File: src/rtl/match_pkg.sv
// Shared types for the T20 match controller: FSM states, winner codes and
// the per-delivery run helper used by the innings counters.
package match_pkg;

   typedef enum logic [2:0] {
      IDLE  = 3'd0,
      INN1  = 3'd1,
      BREAK = 3'd2,
      INN2  = 3'd3,
      DONE  = 3'd4
   } state_t;

   localparam logic [1:0] WIN_NONE = 2'b00;
   localparam logic [1:0] WIN_T1   = 2'b01;
   localparam logic [1:0] WIN_T2   = 2'b10;
   localparam logic [1:0] WIN_TIE  = 2'b11;

   localparam int MAX_BALL_RUNS = 6;

   // Bat runs clamp at six (an input of 7 scores six); a wide/no-ball adds one.
   function automatic logic [3:0] ball_total(input logic [2:0] runs, input logic extra);
      logic [2:0] r;
      r = (runs > 3'(MAX_BALL_RUNS)) ? 3'(MAX_BALL_RUNS) : runs;
      return {1'b0, r} + {3'b000, extra};
   endfunction

endpackage

File: src/rtl/innings_counter.sv
// One team's runs/balls/wickets. Exposes next-state values so the controller
// can decide an innings end on the same edge the counters update.
module innings_counter
   import match_pkg::*;
#(
   parameter int MAX_WICKETS = 10,
   parameter int RUN_W       = 9,
   parameter int BALL_W      = 7,
   parameter int WKT_W       = 4
) (
   input  logic              clk,
   input  logic              rst_n,
   input  logic              clr,
   input  logic              en,
   input  logic [2:0]        ball_runs,
   input  logic              ball_wicket,
   input  logic              ball_extra,
   output logic [RUN_W-1:0]  runs,
   output logic [BALL_W-1:0] balls,
   output logic [WKT_W-1:0]  wkts,
   output logic [RUN_W-1:0]  runs_nxt,
   output logic [BALL_W-1:0] balls_nxt,
   output logic [WKT_W-1:0]  wkts_nxt
);

   localparam int RW1 = RUN_W + 1;

   logic [RUN_W:0] run_sum;

   always_comb begin
      run_sum   = {1'b0, runs} + RW1'(ball_total(ball_runs, ball_extra));
      runs_nxt  = run_sum[RUN_W] ? '1 : run_sum[RUN_W-1:0];
      balls_nxt = (ball_extra || balls == '1) ? balls : balls + 1'b1;
      wkts_nxt  = (ball_wicket && wkts < WKT_W'(MAX_WICKETS)) ? wkts + 1'b1 : wkts;
   end

   always_ff @(posedge clk) begin
      if (!rst_n || clr) begin
         runs  <= '0;
         balls <= '0;
         wkts  <= '0;
      end else if (en) begin
         runs  <= runs_nxt;
         balls <= balls_nxt;
         wkts  <= wkts_nxt;
      end
   end

endmodule

File: src/rtl/match_result_fsm.sv
// Two-innings match controller: sequences IDLE/INN1/BREAK/INN2/DONE, ends
// innings on wicket/ball limits or a completed chase, and registers the result.
module match_result_fsm
   import match_pkg::*;
#(
   parameter int BALLS_PER_INN = 120,
   parameter int MAX_WICKETS   = 10,
   parameter int RUN_W         = 9,
   parameter int BALL_W        = 7,
   parameter int WKT_W         = 4
) (
   input  logic              clk,
   input  logic              rst_n,
   input  logic              start,
   input  logic              ball_valid,
   input  logic [2:0]        ball_runs,
   input  logic              ball_wicket,
   input  logic              ball_extra,
   output logic [RUN_W-1:0]  team1_runs,
   output logic [WKT_W-1:0]  team1_wickets,
   output logic [BALL_W-1:0] team1_balls,
   output logic [RUN_W-1:0]  team2_runs,
   output logic [WKT_W-1:0]  team2_wickets,
   output logic [BALL_W-1:0] team2_balls,
   output logic [2:0]        state,
   output logic              innings_over,
   output logic              game_over,
   output logic              result_valid,
   output logic [1:0]        winner,
   output logic [RUN_W-1:0]  margin
);

   state_t st;

   logic [1:0]             en;
   logic                   clr;
   logic [1:0][RUN_W-1:0]  runs_q, runs_nxt;
   logic [1:0][BALL_W-1:0] balls_q, balls_nxt;
   logic [1:0][WKT_W-1:0]  wkts_q, wkts_nxt;
   logic [1:0]             limit_hit;
   logic                   chase_done;
   logic [1:0]             res_winner;
   logic [RUN_W-1:0]       res_margin;

   // Start is only a new match from IDLE/DONE; counters restart on that edge.
   assign en[0] = ball_valid && (st == INN1);
   assign en[1] = ball_valid && (st == INN2);
   assign clr   = start && (st == IDLE || st == DONE);

   for (genvar g = 0; g < 2; g++) begin : g_team
      innings_counter #(
         .MAX_WICKETS (MAX_WICKETS),
         .RUN_W       (RUN_W),
         .BALL_W      (BALL_W),
         .WKT_W       (WKT_W)
      ) u_cnt (
         .clk         (clk),
         .rst_n       (rst_n),
         .clr         (clr),
         .en          (en[g]),
         .ball_runs   (ball_runs),
         .ball_wicket (ball_wicket),
         .ball_extra  (ball_extra),
         .runs        (runs_q[g]),
         .balls       (balls_q[g]),
         .wkts        (wkts_q[g]),
         .runs_nxt    (runs_nxt[g]),
         .balls_nxt   (balls_nxt[g]),
         .wkts_nxt    (wkts_nxt[g])
      );
      assign limit_hit[g] = (wkts_nxt[g] == WKT_W'(MAX_WICKETS)) ||
                            (balls_nxt[g] == BALL_W'(BALLS_PER_INN));
   end

   assign chase_done = runs_nxt[1] > runs_q[0];

   // Result is judged on team2's post-delivery totals, matching the ending edge.
   always_comb begin
      res_winner = WIN_TIE;
      res_margin = '0;
      if (chase_done) begin
         res_winner = WIN_T2;
         res_margin = RUN_W'(MAX_WICKETS) - RUN_W'(wkts_nxt[1]);
      end else if (runs_q[0] > runs_nxt[1]) begin
         res_winner = WIN_T1;
         res_margin = runs_q[0] - runs_nxt[1];
      end
   end

   always_ff @(posedge clk) begin
      if (!rst_n) begin
         st           <= IDLE;
         innings_over <= 1'b0;
         game_over    <= 1'b0;
         result_valid <= 1'b0;
         winner       <= WIN_NONE;
         margin       <= '0;
      end else begin
         innings_over <= 1'b0;
         case (st)
            IDLE:  if (start) st <= INN1;
            INN1:  if (en[0] && limit_hit[0]) begin
                      st           <= BREAK;
                      innings_over <= 1'b1;
                   end
            BREAK: if (start) st <= INN2;
            INN2:  if (en[1] && (limit_hit[1] || chase_done)) begin
                      st           <= DONE;
                      innings_over <= 1'b1;
                      game_over    <= 1'b1;
                      result_valid <= 1'b1;
                      winner       <= res_winner;
                      margin       <= res_margin;
                   end
            DONE:  if (start) begin
                      st           <= INN1;
                      game_over    <= 1'b0;
                      result_valid <= 1'b0;
                      winner       <= WIN_NONE;
                      margin       <= '0;
                   end
            default: st <= IDLE;
         endcase
      end
   end

   assign state         = st;
   assign team1_runs    = runs_q[0];
   assign team1_balls   = balls_q[0];
   assign team1_wickets = wkts_q[0];
   assign team2_runs    = runs_q[1];
   assign team2_balls   = balls_q[1];
   assign team2_wickets = wkts_q[1];

endmodule

File: config.mk
export PLATFORM = sky130hd
export DESIGN_NAME = match_result_fsm
export DESIGN_NICKNAME = d
export VERILOG_FILES = /design/src/rtl/match_pkg.sv /design/src/rtl/innings_counter.sv /design/src/rtl/match_result_fsm.sv
export SDC_FILE = /design/constraint.sdc
export NUM_CORES = 1
export LEC_CHECK = 0
export CAP_MARGIN = 20
export CORE_UTILIZATION = 30
export CTS_CLUSTER_DIAMETER = 60
export DETAILED_ROUTE_END_ITERATION = 10
export GPL_TIMING_DRIVEN = 0
export PLACE_DENSITY = 0.54
export SLEW_MARGIN = 10
export SYNTH_ARGS = -nofsm -noshare
export SYNTH_HDL_FRONTEND = slang
export SYNTH_SLANG_ARGS = --single-unit
File: constraint.sdc
create_clock -name clk -period 8.65 [get_ports clk]
set_clock_uncertainty 0.05 [all_clocks]
set_input_delay 1.2975 -clock clk [delete_from_list [all_inputs] [get_ports clk]]
set_output_delay 1.2975 -clock clk [all_outputs]
set_load 0.05 [all_outputs]
## Yosys cells after proc, flatten, opt, wreduce, memory -nomap -nowiden

Index checks and enable logic that the tools add are counted.

| operators by class | value |
|---|---|
| $add $sub $neg | 9 |
| $lt $le $gt $ge | 5 |
| equality and inequality tests | 15 |
| multiplexer cells | 28 |
| reductions and logical operators | 20 |

Operators with widths:

| operator | number |
|---|---|
| 9-bit two-way mux | 6 |
| 7-bit == test (second input constant) | 4 |
| 9-bit by 4-bit adder with 10-bit output | 2 |
| 9-bit greater-than comparator | 2 |
| 9-bit case mux with 2 select lines | 1 |
| 3-bit two-way mux | 5 |
| 7-bit by 1-bit adder with 7-bit output (second input constant) | 2 |
| 7-bit two-way mux | 2 |
| 3-bit case mux with 4 select lines | 1 |
| 9-bit subtractor | 1 |
| 4-bit by 1-bit adder with 4-bit output (second input constant) | 2 |
| 4-bit == test (second input constant) | 2 |
| 4-bit < comparator (second input constant) | 2 |
| 2-bit two-way mux | 4 |
| 4-bit two-way mux | 2 |
| 1-bit logical AND | 7 |
| 1-bit logical OR | 7 |
| 3-bit by 2-bit == test with 1-bit output (second input constant) | 2 |
| 2-bit by 1-bit inequality test with 1-bit output (second input constant) | 3 |
| 4-bit by 4-bit subtractor with 5-bit output (first input constant) | 1 |
| 3-bit by 1-bit adder with 4-bit output | 1 |
| 1-bit two-way mux | 4 |
| 2-bit inequality test (second input constant) | 2 |
| 1-bit case mux with 2 select lines | 2 |
| other kinds (10) | 10 |

| storage, ports and cells | value |
|---|---|
| register bits | 56 |
| bits of input ports | 9 |
| logic and storage cells | 88 |

## Longest topological paths before layout

Gate-level depths: netlist (run 1).

| depth | value |
|---|---|
| depth after elaboration | 10 |
| mapped depth | 20 |
| gate-level depth less buffers | 19 |

## By module

Synthesis (run 1) repeated with hierarchy kept, for this count alone.

| second synthesis, totals | value |
|---|---|
| cell total of the unflattened synthesis | 508 |
| area, all modules | 4061.4 sq um |

By module, submodules not included:

| module | instances | cells each | area each (sq um) | sequential area each (sq um) |
|---|---|---|---|---|
| match_result_fsm | 1 | 171 | 1398.8 | 320.3 |
| innings_counter (g_team[0].u_cnt) | 1 | 170 | 1350.0 | 400.4 |
| innings_counter (g_team[1].u_cnt) | 1 | 167 | 1312.5 | 400.4 |

## Least setup slack after synthesis (run 1)

Ideal clock, no wire load.

| timing path | value |
|---|---|
| path type | input to register |
| start point | input ball_runs[0] |
| end point | register margin[4] |
| library setup time | 0.079 ns |
| data arrival time | 4.945 ns |
| path slack | 3.576 ns |
| cell stages on the path | 19 |
| path buffers | 1 |
| cell sequence | a21boi_0 > ha_1 > ha_1 > ha_1 > a211oi_2 > nor2_1 > a21oi_1 > nor2_1 > or2_2 > ha_1 > inv_1 > a21oi_1 > a221oi_1 > nor3_1 > o211a_1 > o21ai_2 > buf_2 > nand3_1 > o211ai_1 |

| on the way | value |
|---|---|
| word-level cells in the longest chain between the ends | 10 |
| elaborated cells between the ends (all ways) | 16 |
| classes of those cells | add/sub (3); order compare (3); eq/ne (1); mux (6); reduce/logical (3) |

RTL lines:

| item | RTL line | text |
|---|---|---|
| from (decl) | match_result_fsm.sv:16 | `input logic [2:0] ball_runs,` |
| 3-bit greater-than comparator | match_pkg.sv:23 | `r = (runs > 3'(MAX_BALL_RUNS)) ? 3'(MAX_BALL_RUNS) : runs;` |
| 3-bit two-way mux (*) | match_pkg.sv:23 |  |
| 3-bit by 1-bit adder with 4-bit output (*) | match_pkg.sv:24 | `return {1'b0, r} + {3'b000, extra};` |
| 9-bit by 4-bit adder with 10-bit output (*) | innings_counter.sv:31 | `run_sum = {1'b0, runs} + RW1'(ball_total(ball_runs, ball_extra));` |
| 9-bit two-way mux (*) | innings_counter.sv:32 | `runs_nxt = run_sum[RUN_W] ? '1 : run_sum[RUN_W-1:0];` |
| net g_team[1].u_cnt.runs_nxt[0] | innings_counter.sv:21 | `output logic [RUN_W-1:0] runs_nxt,` |
| 9-bit subtractor, or another cell as far along | match_result_fsm.sv:86 | `res_margin = runs_q[0] - runs_nxt[1];` |
| 9-bit two-way mux / 1-bit logical OR (equally long branches) | match_result_fsm.sv:84, match_result_fsm.sv:107 |  |
| 9-bit two-way mux / 1-bit logical AND (equally long branches) | match_result_fsm.sv:81, match_result_fsm.sv:107 |  |
| 9-bit two-way mux / 2-bit by 1-bit inequality test with 1-bit output (equally long branches) | - |  |
| 9-bit case mux with 2 select lines / 3-bit AND reduction (equally long branches) | - |  |
| to (signal assigned) | match_result_fsm.sv:113 | `margin <= res_margin;` |
| to (decl) | match_result_fsm.sv:30 | `output logic [RUN_W-1:0] margin` |

Mark *: on every way through the listed nets, which the timed path passes. The rest lies on a longest branch. The select of a mux whose other input is x is not followed.
A chain may end at the register's enable or synchronous reset.

## Final worst setup path (run 1)

| timing path | value |
|---|---|
| start point | input ball_runs[2] |
| end point | register margin[7] |

Same word-level chain as after synthesis.

==> summary.txt, run 1 <==
Final Cell Area: 4660 µm²
WL final: 9.75 mm
Proportion of layout cells with a drive suffix above 1: 6.50%
Initial core utilization: 30.7%
R2r worst-path depth: 17
Final hold viol count: 0
DR iter-0 viols: 132
DR vias: 3492
Vias/cell: 5.21
Peak VDD IR: 0.0000889 V
Fin Setup TNS: 0 ns
CP Launch Type: input port
Final period util: 66.2%
Clock Tree Root: clkbuf_16
Synth Area in Compound Gates: 22.1%
Grt total ovfl: 0
Slew Viols, Final: 0
Maximum buffer depth of the clock tree: 2
Syn-to-layout area delta: 26.3%
Filler Cell Count: 1238
WL/cell: 14.5 µm
R2R Path Start: g_team[1].u_cnt.runs[0]
Critical path endpoint category: flip-flop
Worst reg-to-reg setup slack: 4.65 ns
Sequential area share after synthesis: 30.4%
Adder-cell share of the synthesized area: 9.69%
Post-Synth XOR/XNOR Area: 7.59%
Drt first pass iters: 4
Largest net degree at the start of global routing: 17
Worst hold stages: 2
Ys flop type: dfxtp_1
Setup Fix Bufs, Post-CTS: 0
Total I/O pin count: 66
Post-CTS Resized: 0
WHS Endpoint: margin[2]
Crit Path Category: input port to flip-flop
Detail Route Antenna Nets: 0
First-pass GRT wire length: 16.1 mm
Crit Path Max Fanout: 10
Asr flop ratio synth: 0%
Die width: 113 µm
Critical Path AT: 5.90 ns
Multi-input logic area: 2440 µm²
Status: finished, final reports clean
Post-synthesis simple-gate area fraction: 24.4%
HP Class: flip-flop to flip-flop
CTS Sinks: 56
Gr usage total: 15.8%
Ant diodes: 0
Post-Syn Area: 3690 µm²
Worst relative slew slack: 51.7%
Placed inst area: 4530 µm²
Yosys reg bits: 56
CTS buffer count: 5
Multiplexer share of the synthesized area: 2.20%
RD Place Congestion: 0.828
Syn nets: 486
Mean post-synth cell area: 8.19 µm²
HP Start: margin[2]
Row count: 40
Largest family of logic cells by synthesized area: simple AND/OR/NAND/NOR gates
Vias in the first global route: 3286
Port bufs: 65
Initial antenna violation count: 0
Die area: 12800 µm²
RSZ-0062 raised after global routing: false
Synthesis warning total: 0
Later-pin clock latency in the skew report: 0.30 ns
Final net count: 558
Die H: 113 µm
Tmin final: 5.73 ns
Post-synth EDFFs: 0
RR Endpoint: margin[7]
Reg area: 1120 µm²
TritonCTS clock tree: yes
CTS Hold Bufs: 0
Clk slew on worst S/H paths: 0.07 ns
Post-Syn Instances: 451
CTS H-tree lvls: 2
P_leak: 1.70 nW
Critical path startpoint: ball_runs[2]
Tightest Pin Transition: 0.721 ns
Max Cap Violations: 0
Core Region: 12000 µm²
Max frequency: 175 MHz
Post-synth cell types: 75
Final HPWL DP: 7.68 mm
Residual DRC: 0
Setup violators final: 0
Pwr Density: 117 nW/µm²
Required time of the worst setup path: 8.82 ns
## worst max-delay path by stage
stage / endpoint / slack (ns) / depth (start not counted)
final: margin[7] / 2.92 / 20
after global routing: margin[5] / 2.42 / 20
after CTS: margin[7] / 2.90 / 20
after detailed placement: margin[7] / 2.61 / 20
after global placement: margin[8] / 2.64 / 20
after floorplan: margin[4] / 3.58 / 19
## layout make-up
class / instances / area share, %
plain buffers: 17 / 1.66
clock buffers: 6 / 2.76
clock inverters: 1 / 0.188
inverters: 15 / 1.21
multi-input cells: 363 / 52.3
flip-flops and latches: 56 / 24.0
well taps: 147 / 3.94
repair buffers: 65 / 13.9
## layer usage
| layer | vias up | part of all wire [%] | wire (µm) | GRT usage [%] |
|---|---|---|---|---|
| met2 | 66 | 47 | 4540 | 26.7 |
| met5 | - | 0 | 0 | 0 |
| met4 | 0 | 0.85 | 83 | 3.51 |
| li1 | 1788 | - | - | - |
| met1 | 1631 | 49 | 4750 | 21.2 |
| met3 | 7 | 3.8 | 368 | 2.73 |
## cell usage after synthesis (4+ instances only)
master    count  area share [%]
nor2b_1       4            0.68
a31oi_1      12             2.0
xor2_1       15             3.6
o21ai_0      13             1.8
nor2_1       64             6.5
xnor2_1      17             4.0
clkbuf_1     13             1.3
ha_1         23             7.8
a21o_1        5             1.0
nand3_1      20             2.7
nand2_1      34             3.5
dfxtp_1      56              30
o211ai_1      7             1.4
nand4_1       8             1.4
inv_1        15             1.5
a211oi_1     10             2.0
and3_1        6             1.0
nand2b_1      4            0.68
nor3_1       17             2.3
a21oi_1      26             3.5
mux2i_1       7             1.9
## cells in the final DEF (no fill, tap or decap), types with 13 or more instances in the layout
cell type,netlist,layout
a21oi_1,26,26
o21ai_0,13,13
nand3_1,20,20
clkdlybuf4s50_1,0,65
xnor2_1,17,17
xor2_1,15,15
inv_1,15,15
clkbuf_1,13,14
nor3_1,17,17
nor2_1,64,64
nand2_1,34,34
dfxtp_1,56,56
ha_1,23,23
## flip-flops by register name (all words and copies together), names as in the netlist
name                count
g_team.u_cnt.balls     14
state                   3
g_team.u_cnt.wkts       8
g_team.u_cnt.runs      18
innings_over            1
winner                  2
margin                  9
result_valid            1
## where the power goes
part	internal (mW)	switching (mW)	leakage, nW
registers	0.259	0.00281	0.452
logic	0.0301	0.0481	1.18
clock network	0.107	0.0958	0.0673
total	0.397	0.147	1.70
## metrics by stage
stage	std cells	power (mW)	hold WS [ns]	util (%)	setup WS [ns]
3_5_place_dp	663	0.347	0.418	37.7	2.61
6_report	670	0.543	0.424	38.8	2.92
4_1_cts	670	0.552	0.428	38.8	2.90
3_3_place_gp	663	0.346	0.412	37.7	2.64
2_1_floorplan	451	0.323	0.635	-	3.58
5_1_grt	670	0.572	0.456	38.8	2.42
## kinds of logic after synthesis
logic type | after synthesis
flip-flops | 56
adder cells (fa/ha/maj) | 27
XOR/XNOR | 32
multiplexers | 8
AO/OA/AOI/OAI | 114
buffers and inverters | 32
AND/OR/NAND/NOR | 182
## critical path: stages
cell             delay (ns)
clkdlybuf4s50_1        0.52
a21boi_0               0.10
ha_1                   0.20
ha_1                   0.39
ha_1                   0.32
a211oi_2               0.27
nor2_1                 0.12
a21oi_1                0.21
nor2_1                 0.12
or2_2                  0.30
ha_1                   0.18
inv_1                  0.11
a21oi_1                0.09
a221oi_1               0.50
nor3_1                 0.14
o211a_1                0.30
o21ai_2                0.24
buf_2                  0.27
nand3_1                0.11
o211ai_1               0.11
Note: power is estimated with default switching activity, not from simulation.
==> inputs of run 2 (changes only) <==
==> constraint.sdc (replaced) <==
create_clock -name clk -period 5.35 [get_ports clk]
set_clock_uncertainty 0.05 [all_clocks]
set_input_delay 0.8025 -clock clk [delete_from_list [all_inputs] [get_ports clk]]
set_output_delay 0.8025 -clock clk [all_outputs]
set_load 0.05 [all_outputs]
==> run 2 against run 1 <==
  * Hold slack improved by 0.0025 ns
  * Flip-flop and latch count unchanged
  * Global-route usage unchanged
==> summary.txt, run 2 (synthesized netlist as in run 1, its figures left out) <==
Status: finished, final reports clean
Max frequency: 196 MHz
Vias/cell: 5.24 (+0.57%)
Required time of the worst setup path: 5.49 ns (-3.33 ns)
Die H: 113 µm (unchanged)
CP Launch Type: input port
RD Place Congestion: 0.828 (unchanged)
DR iter-0 viols: 139 (+5.3%)
WL final: 10.0 mm (+2.6%)
Final HPWL DP: 7.68 mm (unchanged)
Largest net degree at the start of global routing: 17 (unchanged)
Worst path max stage delay: 0.55 ns (+0.03 ns)
R2R Path Start: g_team[1].u_cnt.runs[0]
Peak VDD IR: 0.000138 V (+55%)
Most frequent cells in the layout: clkdlybuf4s50_1 (65), nor2_1 (61), dfxtp_1 (56)
CTS H-tree lvls: 2 (unchanged)
Post-place setup slack: -0.196 ns (-2.80 ns)
Final hold viol count: 0 (unchanged)
Port bufs: 65 (unchanged)
Crit path max-delay cell type: clkdlybuf4s50_1
Total I/O pin count: 66 (unchanged)
Post-layout worst setup margin: 0.259 ns (-2.67 ns)
Setup violators final: 0 (unchanged)
Later-pin clock latency in the skew report: 0.30 ns (about the same)
Slew Viols, Final: 0 (unchanged)
Syn-to-layout area delta: 30.2%
Initial core utilization: 30.7% (unchanged)
Tmin final: 5.09 ns
Grt total ovfl: 0 (unchanged)
Pwr Density: 186 nW/µm² (+60%)
TritonCTS clock tree: yes
Number of flip-flops in the largest register: 18 (unchanged)
Top Registers: g_team.u_cnt.runs (18), g_team.u_cnt.balls (14), margin (9)
HP Class: flip-flop to flip-flop
RSZ-0062 raised after global routing: false
Die area: 12800 µm² (unchanged)
CTS buffer count: 5 (unchanged)
Critical path endpoint category: flip-flop
Cell Chain, Critical Path: clkdlybuf4s50_1, a21boi_1, ha_1, ha_2, ha_1, a211oi_4, nor2_2, a21oi_2, nor2_2, nor2_2, ha_1, a2111oi_2, a221oi_2, buf_4, o211ai_1, o211a_1, o21ai_4, clkbuf_4, a31oi_1, nor2_1
Max Cap Violations: 0 (unchanged)
Worst relative slew slack: 52.5% (+0.84 points)
Finished Core Util: 40.0% (+1.2 points)
Placed inst area: 4530 µm² (unchanged)
Drt first pass iters: 5 (+1)
Final period util: 95.2%
Clk slew on worst S/H paths: 0.07 ns (about the same)
Die width: 113 µm (unchanged)
Maximum buffer depth of the clock tree: 2 (unchanged)
Critical Path AT: 5.23 ns (-0.67 ns)
WHS Endpoint: winner[0]
Proportion of layout cells with a drive suffix above 1: 10.3% (+3.8 points)
Gr usage total: 15.8% (unchanged)
RR Endpoint: margin[6]
Vias in the first global route: 3286 (unchanged)
Ant diodes: 0 (unchanged)
Initial antenna violation count: 0 (unchanged)
Crit Path Max Fanout: 10 (unchanged)
Crit Path Category: input port to flip-flop
P_leak: 1.75 nW (+3.1%)
Detail Route Antenna Nets: 0 (unchanged)
Residual DRC: 0 (unchanged)
WL/cell: 14.7 µm (+1.2%)
Row count: 40 (unchanged)
CTS Hold Bufs: 0 (unchanged)
Reg with most FFs: g_team.u_cnt.runs
Worst reg-to-reg setup slack: 1.45 ns (-3.20 ns)
Clock Tree Root: clkbuf_16
CTS Sinks: 56 (unchanged)
Worst hold stages: 2 (unchanged)
Core Region: 12000 µm² (unchanged)
HP Start: winner[0]
R2r worst-path depth: 16 (-1)
Tightest Pin Transition: 0.708 ns (-0.0125 ns)
Fin Setup TNS: 0 ns (unchanged)
Commonest non-fill, non-tap cell in the layout: clkdlybuf4s50_1
First-pass GRT wire length: 16.1 mm (unchanged)
Final Cell Area: 4810 µm² (+3.1%)
Final net count: 567 (+1.6%)
DR vias: 3559 (+1.9%)
Tot Pwr: 0.895 mW (+65%)
-- run 2: critical path: cells and delay by family --
| family | cells | cell delay [ns] |
|---|---|---|
| buffers and inverters | 3 | 0.94 |
| and+or+nand+nor | 4 | 0.40 |
| adders and majority gates | 4 | 1.17 |
| AOI/OAI and AO/OA | 9 | 1.89 |
-- run 2: worst max-delay path by stage --
stage / startpoint / endpoint / slack [ns] / cells past startpoint
after floorplan: ball_runs[0] / margin[4] / 0.77 / 19
after global placement: ball_runs[2] / margin[8] / -0.17 / 20
after detailed placement: ball_runs[2] / margin[7] / -0.20 / 20
after CTS: ball_runs[2] / margin[7] / 0.1 / 20
after global routing: ball_runs[2] / state[0] / 0.005 / 20
final: ball_runs[2] / state[0] / 0.26 / 20
-- run 2: metal layers --
layer  global-route usage (%)  wire, µm  vias up
li1                         -         -     1804
met1                     21.2      4800     1676
met2                     26.7      4710       72
met3                     2.73       396        7
met4                     3.51        85        0
met5                        0         0        -
-- run 2: cell type report --
class                   instances  area [µm²]
fillers                      1225        7200
multi-input cells             364        2520
flip-flops and latches         56        1120
repair buffers                 73         711
well taps                     147         184
clock buffers                   6         129
plain buffers                  17        80.1
inverters                      15        56.3
clock inverters                 1        8.76
-- run 2: timing repair --
item                                    4_1_cts  5_1_grt
setup buffers                                 0        8
endpoints found under the hold margin         0        0
endpoints found under the setup margin        0       16
resized for setup                             0       19
-- run 2: metrics by stage --
stage               cells  hold slack (ns)
floorplan             451            0.635
global placement      663            0.412
detailed placement    663            0.418
CTS                   670            0.428
global route          679            0.456
finish                679            0.426
-- run 2: power by group --
part | leakage, nW | total [mW] | internal (mW) | switching [mW]
Sequential | 0.452 | 0.424 | 0.419 | 0.00467
Combinational | 1.23 | 0.142 | 0.0581 | 0.0840
Clock | 0.0673 | 0.329 | 0.174 | 0.155
==> inputs of run 3 (changes only) <==
--- a/config.mk
+++ b/config.mk
@@ -11,7 +11,7 @@
 export DETAILED_ROUTE_END_ITERATION = 10
 export GPL_TIMING_DRIVEN = 0
 export PLACE_DENSITY = 0.54
-export SLEW_MARGIN = 10
+export SLEW_MARGIN = 5
 export SYNTH_ARGS = -nofsm -noshare
 export SYNTH_HDL_FRONTEND = slang
 export SYNTH_SLANG_ARGS = --single-unit
==> results of run 3 <==
Same layout as run 2: the final DEF is identical, and so are final timing and power.
==> RTL change, RTL diff (flow settings as in run 3) <==
`WKT_W` is set to 4 in 2 places; all go to 5.
--- a/src/rtl/innings_counter.sv
+++ b/src/rtl/innings_counter.sv
@@ -6,7 +6,7 @@
    parameter int MAX_WICKETS = 10,
    parameter int RUN_W       = 9,
    parameter int BALL_W      = 7,
-   parameter int WKT_W       = 4
+   parameter int WKT_W       = 5
 ) (
    input  logic              clk,
    input  logic              rst_n,
--- a/src/rtl/match_result_fsm.sv
+++ b/src/rtl/match_result_fsm.sv
@@ -7,7 +7,7 @@
    parameter int MAX_WICKETS   = 10,
    parameter int RUN_W         = 9,
    parameter int BALL_W        = 7,
-   parameter int WKT_W         = 4
+   parameter int WKT_W         = 5
 ) (
    input  logic              clk,
    input  logic              rst_n,
Interface: changed (resized team1_wickets and team2_wickets); port bits go from 66 to 68. No check against the original RTL was run, so the function may have changed too.
==> RTL change against run 3 <==
Sequential share of layout area fell by 0.41 points; total power increased by 39%; critical endpoint is now margin[4]$_SDFFE_PN0P_; highest routed layer unchanged; wire length increased by 3.6%; cell area up 5.4%; count of clock-buffer cells in the layout increased by 3; maximum frequency grew 0.52%; synthesized area rose by 2.9%; setup slack improved by 0.026 ns; largest cell class unchanged; utilization increased by 1.7 points; sequential cell count is 2 higher.
==> RTL change: results (changes against run 3) <==
outcome finished clean; biggest regs g_team.u_cnt.runs x18, g_team.u_cnt.balls x14, g_team.u_cnt.wkts x10; Synthesized Nets 498 (+2.5%); grt met2 use 0.2711 (+0.004444); GR peak layer met2; Detailed Routing Iterations Pass 1 4 (-1); hold_sp margin[8]$_SDFFE_PN0P_; worst hold stages 2 (unchanged); largest net degree at the start of global routing 12 (-5); vias in the first global route 3437 (+4.6%); Worst slew margin 0.5702 (+0.04509); diodes inserted 0 (unchanged); routed length per instance 14.47 um (-1.8%); port bufs 67 (+3.1%); gr usage total 0.1664 (+0.007977); Clk pin slew, worst setup/hold paths 0.05 ns (-0.02 ns); Critical Path Max Stage Delay 0.47 ns (-0.08 ns); r2r endpoint margin[4]$_SDFFE_PN0P_; GR met3 Demand/Resource 0.03706 (+0.009740); Max H-tree Level 3 (+1); latest clock arrival within the worst-skew pair 0.34 ns (+0.04 ns); fill cell count 1232 (+0.57%); Met3 Wirelength 373 um (-5.8%); top post-synthesis cells by area dfxtp_1 (31%), ha_1 (7.6%), nor2_1 (6.7%), nand2_1 (3.9%), xor2_1 (3.9%); HPWL Detailed 7857 um (+2.3%); r2r worst-path depth 17 (+1); worst vdd ir 0.1975 mV (+43%); met1 WL 5127 um (+6.7%); placer congestion estimate 0.8485 (+2.5%); Seq/Total Area, Yosys 0.3055 (+0.001838); GR Util met1 0.2165 (+0.004273); Worst EP arrival 5.26 ns (+0.03 ns); Worst Hold Endpoint margin[8]$_SDFFE_PN0P_; most common cell after layout, fill and taps aside nor2_1; Max Fclk 197.5 MHz (+0.52%); met2 WL 4691 um (-0.47%); crit path capture margin[4]$_SDFFE_PN0P_; Post-Place Cells 698 (+5.3%); CP max-delay cell clkdlybuf4s50_1; Avg Cell Area, Syn 8.210 sq um (+0.28%); share of cells above drive strength 1 0.1040 (+0.0006311); Setup WS pre-CTS -0.2892 ns (-0.09274 ns); fin cells 716 (+5.4%); fin nets 578 (+1.9%); commonest cells in the netlist nor2_1 (68), dfxtp_1 (58), nand2_1 (40)
RTL change: cell count changes after synthesis, sizes merged, moves of 3 or more:
cell	before	now
nand3	21	12
a31oi	12	5
nand2	35	41
nand3b	0	6
a21oi	27	32
nor2	65	70
o211ai	8	3
o22ai	1	6
xnor2	17	13
nor4b	1	4
RTL change: kinds of logic (layout without fill, tap and decap cells):
| logic type | Yosys count | count (layout) | synth area share |
|---|---|---|---|
| simple gates | 198 | 198 | 0.2640 |
| flops | 58 | 58 | 0.3055 |
| mux | 9 | 9 | 0.02502 |
| buf+inv | 33 | 118 | 0.03588 |
| xor+xnor | 30 | 30 | 0.06912 |
| compound gates | 107 | 107 | 0.2031 |
| fa+ha+maj | 28 | 28 | 0.09743 |
RTL change: through the flow:
stage	hold slack, ns	instance area, sq um
3_5_place_dp	0.4168	4682
2_1_floorplan	0.6300	3801
4_1_cts	0.4277	5001
5_1_grt	0.4515	5069
3_3_place_gp	0.4167	4682
6_report	0.4263	5069
RTL change: layout make-up:
type                    instances  area [sq um]  share of cell area
repair buffers                 69         685.7              0.1353
clock buffers                   9         225.2             0.04443
inverters                      14         52.55             0.01037
multi-input cells             372          2556              0.5043
clock inverters                 7         93.84             0.01851
plain buffers                  19         83.83             0.01654
well taps                     168         210.2             0.04147
flip-flops and latches         58          1161              0.2291
RTL change: power breakdown:
group	internal, mW	total [mW]	switching (mW)	leakage (nW)
clock network	0.406	0.619	0.213	0.151
logic	0.0691	0.180	0.111	1.25
registers	0.438	0.446	0.00832	0.468
RTL change: what timing repair did:
item	4_1_cts	5_1_grt
setup endpoints to repair	0	12
resized for setup	0	12
setup buffers	0	2
